$ cat config.mk
export PLATFORM = sky130hd
export DESIGN_NAME = sync_fifo_reader
export DESIGN_NICKNAME = d
export VERILOG_FILES = /design/src/rtl/sync_fifo_reader_pkg.sv /design/src/rtl/stream_skid_buf2.sv /design/src/rtl/sync_fifo_reader.sv
export SDC_FILE = /design/constraint.sdc
export NUM_CORES = 1
export LEC_CHECK = 0
export ABC_CLOCK_PERIOD_IN_PS = 20600
export CAP_MARGIN = 20
export CORE_MARGIN = 3
export CORE_UTILIZATION = 51
export DETAILED_ROUTE_END_ITERATION = 12
export PLACE_DENSITY = 0.94
export SLEW_MARGIN = 20
export SYNTH_ARGS = -nofsm -noshare
export SYNTH_HDL_FRONTEND = slang
export SYNTH_SLANG_ARGS = --single-unit
export TNS_END_PERCENT = 30
$ cat constraint.sdc
create_clock -name clk -period 20.6 [get_ports clk]
set_input_delay 2.06 -clock clk [delete_from_list [all_inputs] [get_ports clk]]
set_output_delay 2.06 -clock clk [all_outputs]
set_load 0.01 [all_outputs]
$ cat src/rtl/sync_fifo_reader_pkg.sv
// sync_fifo_reader_pkg: shared types, widths and the occupancy next-state rule for sync_fifo_reader.
package sync_fifo_reader_pkg;

    typedef enum logic [1:0] {
        EMPTY = 2'd0,
        ONE   = 2'd1,
        TWO   = 2'd2
    } rd_state_e;

    localparam int BeatCntWidth = 32;

    // Occupancy after one cycle given a push (p) and a downstream handshake (h).
    function automatic rd_state_e next_state(rd_state_e s, logic p, logic h);
        return (s == EMPTY) ? (p ? ONE : EMPTY) :
               (s == ONE)   ? ((p && !h) ? TWO : (!p && h) ? EMPTY : ONE) :
                              (h ? ONE : TWO);
    endfunction

endpackage

$ cat src/rtl/stream_skid_buf2.sv
// stream_skid_buf2: 2-entry registered output buffer; valid and data come straight from flops.
module stream_skid_buf2
    import sync_fifo_reader_pkg::*;
#(
    parameter int WordWidth = 64
) (
    input  logic                 clk,
    input  logic                 rstn,
    input  logic                 flush_i,
    input  logic                 push_i,
    input  logic [WordWidth-1:0] push_data_i,
    input  logic                 ready_i,
    output logic                 valid_o,
    output logic [WordWidth-1:0] data_o,
    output logic                 full_o
);

    rd_state_e            state_q, state_d;
    logic                 rd_ptr_q, rd_ptr_d;
    logic                 wr_ptr_q, wr_ptr_d;
    logic                 hs;
    logic [WordWidth-1:0] mem_q [2];

    assign valid_o = (state_q != EMPTY);
    assign full_o  = (state_q == TWO);
    assign data_o  = mem_q[rd_ptr_q];
    assign hs      = valid_o & ready_i;

    // Flush empties the buffer and rewinds both pointers, overriding push and handshake.
    always_comb begin
        state_d  = flush_i ? EMPTY : next_state(state_q, push_i, hs);
        rd_ptr_d = flush_i ? 1'b0 : rd_ptr_q ^ hs;
        wr_ptr_d = flush_i ? 1'b0 : wr_ptr_q ^ push_i;
    end

    // Occupancy and pointers, cleared asynchronously.
    always_ff @(posedge clk or negedge rstn) begin
        if (!rstn) begin
            state_q  <= EMPTY;
            rd_ptr_q <= 1'b0;
            wr_ptr_q <= 1'b0;
        end else begin
            state_q  <= state_d;
            rd_ptr_q <= rd_ptr_d;
            wr_ptr_q <= wr_ptr_d;
        end
    end

    // Payload entries carry no reset; each is written only when a push targets it.
    always_ff @(posedge clk) begin
        if (push_i) mem_q[wr_ptr_q] <= push_data_i;
    end

endmodule

$ cat src/rtl/sync_fifo_reader.sv
// sync_fifo_reader: drains a FIFO into a valid/ready stream through a 2-entry registered buffer.
// Optional beat counter port beat_cnt_o is built only when SYNC_FIFO_READER_PERF_EN is defined.
module sync_fifo_reader
    import sync_fifo_reader_pkg::*;
#(
    parameter int WordWidth = 64
) (
    input  logic                    clk,
    input  logic                    rstn,
    input  logic                    fifo_empty_i,
    input  logic [WordWidth-1:0]    fifo_payload_i,
    output logic                    fifo_pop_o,
    input  logic                    flush_i,
    output logic                    out_valid_o,
    output logic [WordWidth-1:0]    out_payload_o,
    input  logic                    out_ready_i
`ifdef SYNC_FIFO_READER_PERF_EN
    ,
    output logic [BeatCntWidth-1:0] beat_cnt_o
`endif
);

    logic full;

    // Pop depends only on registered occupancy and FIFO/flush flags, never on out_ready_i.
    assign fifo_pop_o = ~fifo_empty_i & ~flush_i & ~full;

    stream_skid_buf2 #(
        .WordWidth(WordWidth)
    ) u_buf (
        .clk        (clk),
        .rstn       (rstn),
        .flush_i    (flush_i),
        .push_i     (fifo_pop_o),
        .push_data_i(fifo_payload_i),
        .ready_i    (out_ready_i),
        .valid_o    (out_valid_o),
        .data_o     (out_payload_o),
        .full_o     (full)
    );

`ifdef SYNC_FIFO_READER_PERF_EN
    logic [BeatCntWidth-1:0] beat_cnt_q;

    assign beat_cnt_o = beat_cnt_q;

    // Accepted-beat counter; wraps naturally and survives flush.
    always_ff @(posedge clk or negedge rstn) begin
        if (!rstn) beat_cnt_q <= '0;
        else if (out_valid_o && out_ready_i) beat_cnt_q <= beat_cnt_q + 1'b1;
    end
`endif

`ifndef SYNTHESIS
    a_no_pop_when_empty: assert property (@(posedge clk) disable iff (!rstn)
        fifo_pop_o |-> ~fifo_empty_i);
    a_hold_under_backpressure: assert property (@(posedge clk) disable iff (!rstn)
        (out_valid_o && !out_ready_i && !flush_i) |=> out_valid_o && $stable(out_payload_o));
`endif

endmodule

==> metrics.md <==
| Metric | Value |
|---|---|
| GRT Residual Overflow | 0 |
| H-tree Lvls | 4 |
| FF-to-FF path depth | 3 |
| Post-Syn Area | 4811 um2 |
| DRT Pass-1 Iters | 4 |
| Nets | 442 |
| Hold path depth | 2 |
| Placeable core area | 8934 um2 |
| IO Pins | 135 |
| DRC viols | 0 |
| Min Tclk post-route | 5.473 ns |
| Switching Share | 21.51% |
| Layout cells sized above 1 | 27.46% |
| Post-DP HPWL | 6.190 mm |
| Max cap viols | 0 |
| Worst Hold Class | register to register |
| Root Buffer | clkbuf_8 |
| CTS Hold Bufs | 0 |
| Pwr/cell area | 96.40 nW/um2 |
| Vias in the first global route | 2,738 |
| Share of the synthesized area in the top cell type | 79.90% |
| Clk pin slew, worst setup/hold paths | 0.06 ns |
| Final ANT Viol Nets | 0 |
| DR vias/cell | 5.219 |
| Placed cell areas | 6304 um2 |
| Flop pwr share | 46.7% |
| RSZ-0062 raised after global routing | false |
| Setup bufs post-CTS | 0 |
| Wire per inst | 19.16 um |
| Initial core utilization | 53.85% |
| Die Span Y | 103.1 um |
| Site Rows | 34 |
| # diodes | 0 |
| Hold Fails Final Rpt | 0 |
| Final setup fails | 0 |
| Die area | 10,630 um2 |
| Min-delay src | u_buf.state_q[1] |
| Status | completed |
| Avg Cell Area, Syn | 21.67 um2 |
| Total CTS buffers | 17 |
| Actual slew at the worst max-slew pin | 0.6604 ns |
| Relative slew slack | 55.97% |
| Placer Congestion | 0.7256 |
| Post-route cell area | 6874 um2 |
| First-pass GRT wire length | 14.01 mm |
| P_int | 520.1 uW |
| Clock share of power | 43.0% |
| Max-slew violation count | 0 |
| Syn_nets | 291 |
| Clk sink count | 132 |
| Die Span X | 103.1 um |
| Post-synthesis cell count | 222 |
| FMAX | 182.7 MHz |
| FF-to-FF setup slack | 18.77 ns |
| Netlist cell types | 18 |
| Worst R2R Start | u_buf.state_q[1] |
| Largest area contributor in the netlist | edfxtp_1 |
| Setup TNS | 0 ns |
| WL final | 9.463 mm |
| Initial antenna violation count | 0 |
| Critical path class | input port to primary output |
| CTS tree | done |
| Seq/Total Area, Yosys | 81.98% |
| CP max FO | 7 |
| Worst reg2reg path endpoint | u_buf.mem_q[1][29] |
| Largest net degree at the start of global routing | 50 |
| P_leak | 2.319 nW |
| Clock skew | 0.01268 ns |
| Crit end category | primary output |
| Data required time of the critical path | 18.54 ns |
| Final period util | 26.57% |
| Crit start category | input port |
| Hold-critical path endpoint | u_buf.state_q[1] |
| Post-CTS sizing | 0 |
| YS warnings | 0 |
| Gate power share | 10.2% |
| Worst EP arrival | 3.41 ns |
| Port buffer count | 134 |
| Clock Path Buffers | 2 |
| Yosys reg bits | 132 |
| Sw power | 142.5 uW |
| Initial drt markers | 89 |
| Synthesis-to-finish area growth | 42.89% |
| Worst skew pair latency | 0.51 ns |
| Max VDD drop | 59.17 uV |
| Via count | 2,578 |
| Gr usage total | 18.18% |
| Largest cells by area after synthesis | edfxtp_1 80%, mux2_2 15%, dfrtp_1 2.1% |
-- kinds of logic (layout without fill, tap and decap cells) --
kind of cell	after synthesis	count (layout)	synth area share [%]
flip-flops	132	132	81.98
multiplexers	64	64	14.98
AND/OR/NAND/NOR	11	11	1.431
AO/OA/AOI/OAI	5	5	0.5461
XOR/XNOR	1	1	0.1821
buffers and inverters	9	173	0.8840
-- Yosys cell counts --
master,number
or3_2,1
nor3_1,2
xor2_1,1
nor4_1,2
or2_2,1
a21oi_1,1
a31oi_1,1
nor2b_1,2
edfxtp_1,128
o21ai_0,3
inv_2,1
mux2_2,64
nand2b_1,1
inv_1,1
or4b_1,1
nor2_1,1
buf_2,7
dfrtp_1,4
-- cell usage in the layout, fill, tap and decap left out --
cell / count
a21oi_1: 1
a31oi_1: 1
buf_4: 5
bufinv_16: 2
clkbuf_16: 16
clkbuf_8: 1
clkdlybuf4s50_1: 134
clkinv_1: 1
clkinv_2: 2
clkinv_4: 2
clkinvlp_4: 4
dfrtp_1: 3
dfrtp_2: 1
edfxtp_1: 128
inv_1: 1
inv_2: 1
inv_6: 4
mux2_2: 64
nand2b_1: 1
nor2_1: 1
nor2b_1: 2
nor3_1: 2
nor4_2: 2
o21ai_0: 3
or2_2: 1
or3_2: 1
or4b_1: 1
xor2_1: 1
-- worst max-delay path, stage by stage --
cell and delay [ns]:
clkdlybuf4s50_1 0.55, nor3_1 0.24, clkdlybuf4s50_1 0.56
-- metrics by stage --
stage	hold WS [ns]	setup slack, ns	power, mW	cells	util (%)
after floorplan	0.5774	11.62	0.3433	222	-
after global placement	0.6168	15.16	0.3806	462	70.56
after detailed placement	0.6663	15.11	0.3835	462	70.56
after CTS	0.6916	15.12	0.6688	494	76.95
after global routing	0.7491	15.06	0.6871	494	76.95
final	0.6890	15.13	0.6627	494	76.95
-- metal layers --
| metal | global-route usage (%) | wire, um |
|---|---|---|
| met2 | 30.49 | 4973 |
| met1 | 20.94 | 3647 |
| met3 | 7.848 | 750 |
| met4 | 6.375 | 91 |
| met5 | 0 | 0 |
-- power by group through the flow --
| stage | Combinational, mW | Sequential [mW] | Clock (mW) |
|---|---|---|---|
| after floorplan | 0.0281 | 0.315 | 0 |
| after global placement | 0.0663 | 0.314 | 0 |
| after detailed placement | 0.0682 | 0.315 | 0 |
| after CTS | 0.0688 | 0.310 | 0.290 |
| after global routing | 0.0719 | 0.310 | 0.305 |
| final | 0.0677 | 0.310 | 0.285 |
-- state kept, by name (all words and copies together) (netlist names) --
name	count
u_buf.mem_q	128
u_buf.rd_ptr_q	1
u_buf.state_q	2
u_buf.wr_ptr_q	1
-- worst max-delay path by stage --
| stage | start | to | cells after the start |
|---|---|---|---|
| CTS | flush_i | fifo_pop_o | 3 |
| detailed placement | flush_i | fifo_pop_o | 3 |
| floorplan | flush_i | u_buf.mem_q[0][0] | 1 |
| finish | flush_i | fifo_pop_o | 3 |
| global route | flush_i | fifo_pop_o | 3 |
| global placement | flush_i | fifo_pop_o | 3 |
-- layout make-up --
| cell class | count | area, um2 |
|---|---|---|
| clock buffers | 17 | 414.1 |
| clock inverters | 15 | 156.4 |
| fillers | 518 | 2059 |
| inverters | 2 | 7.507 |
| multi-input cells | 81 | 837.1 |
| flip-flops and latches | 132 | 3945 |
| well taps | 108 | 135.1 |
| repair buffers | 139 | 1379 |
Note: power is estimated with default switching activity, not from simulation.
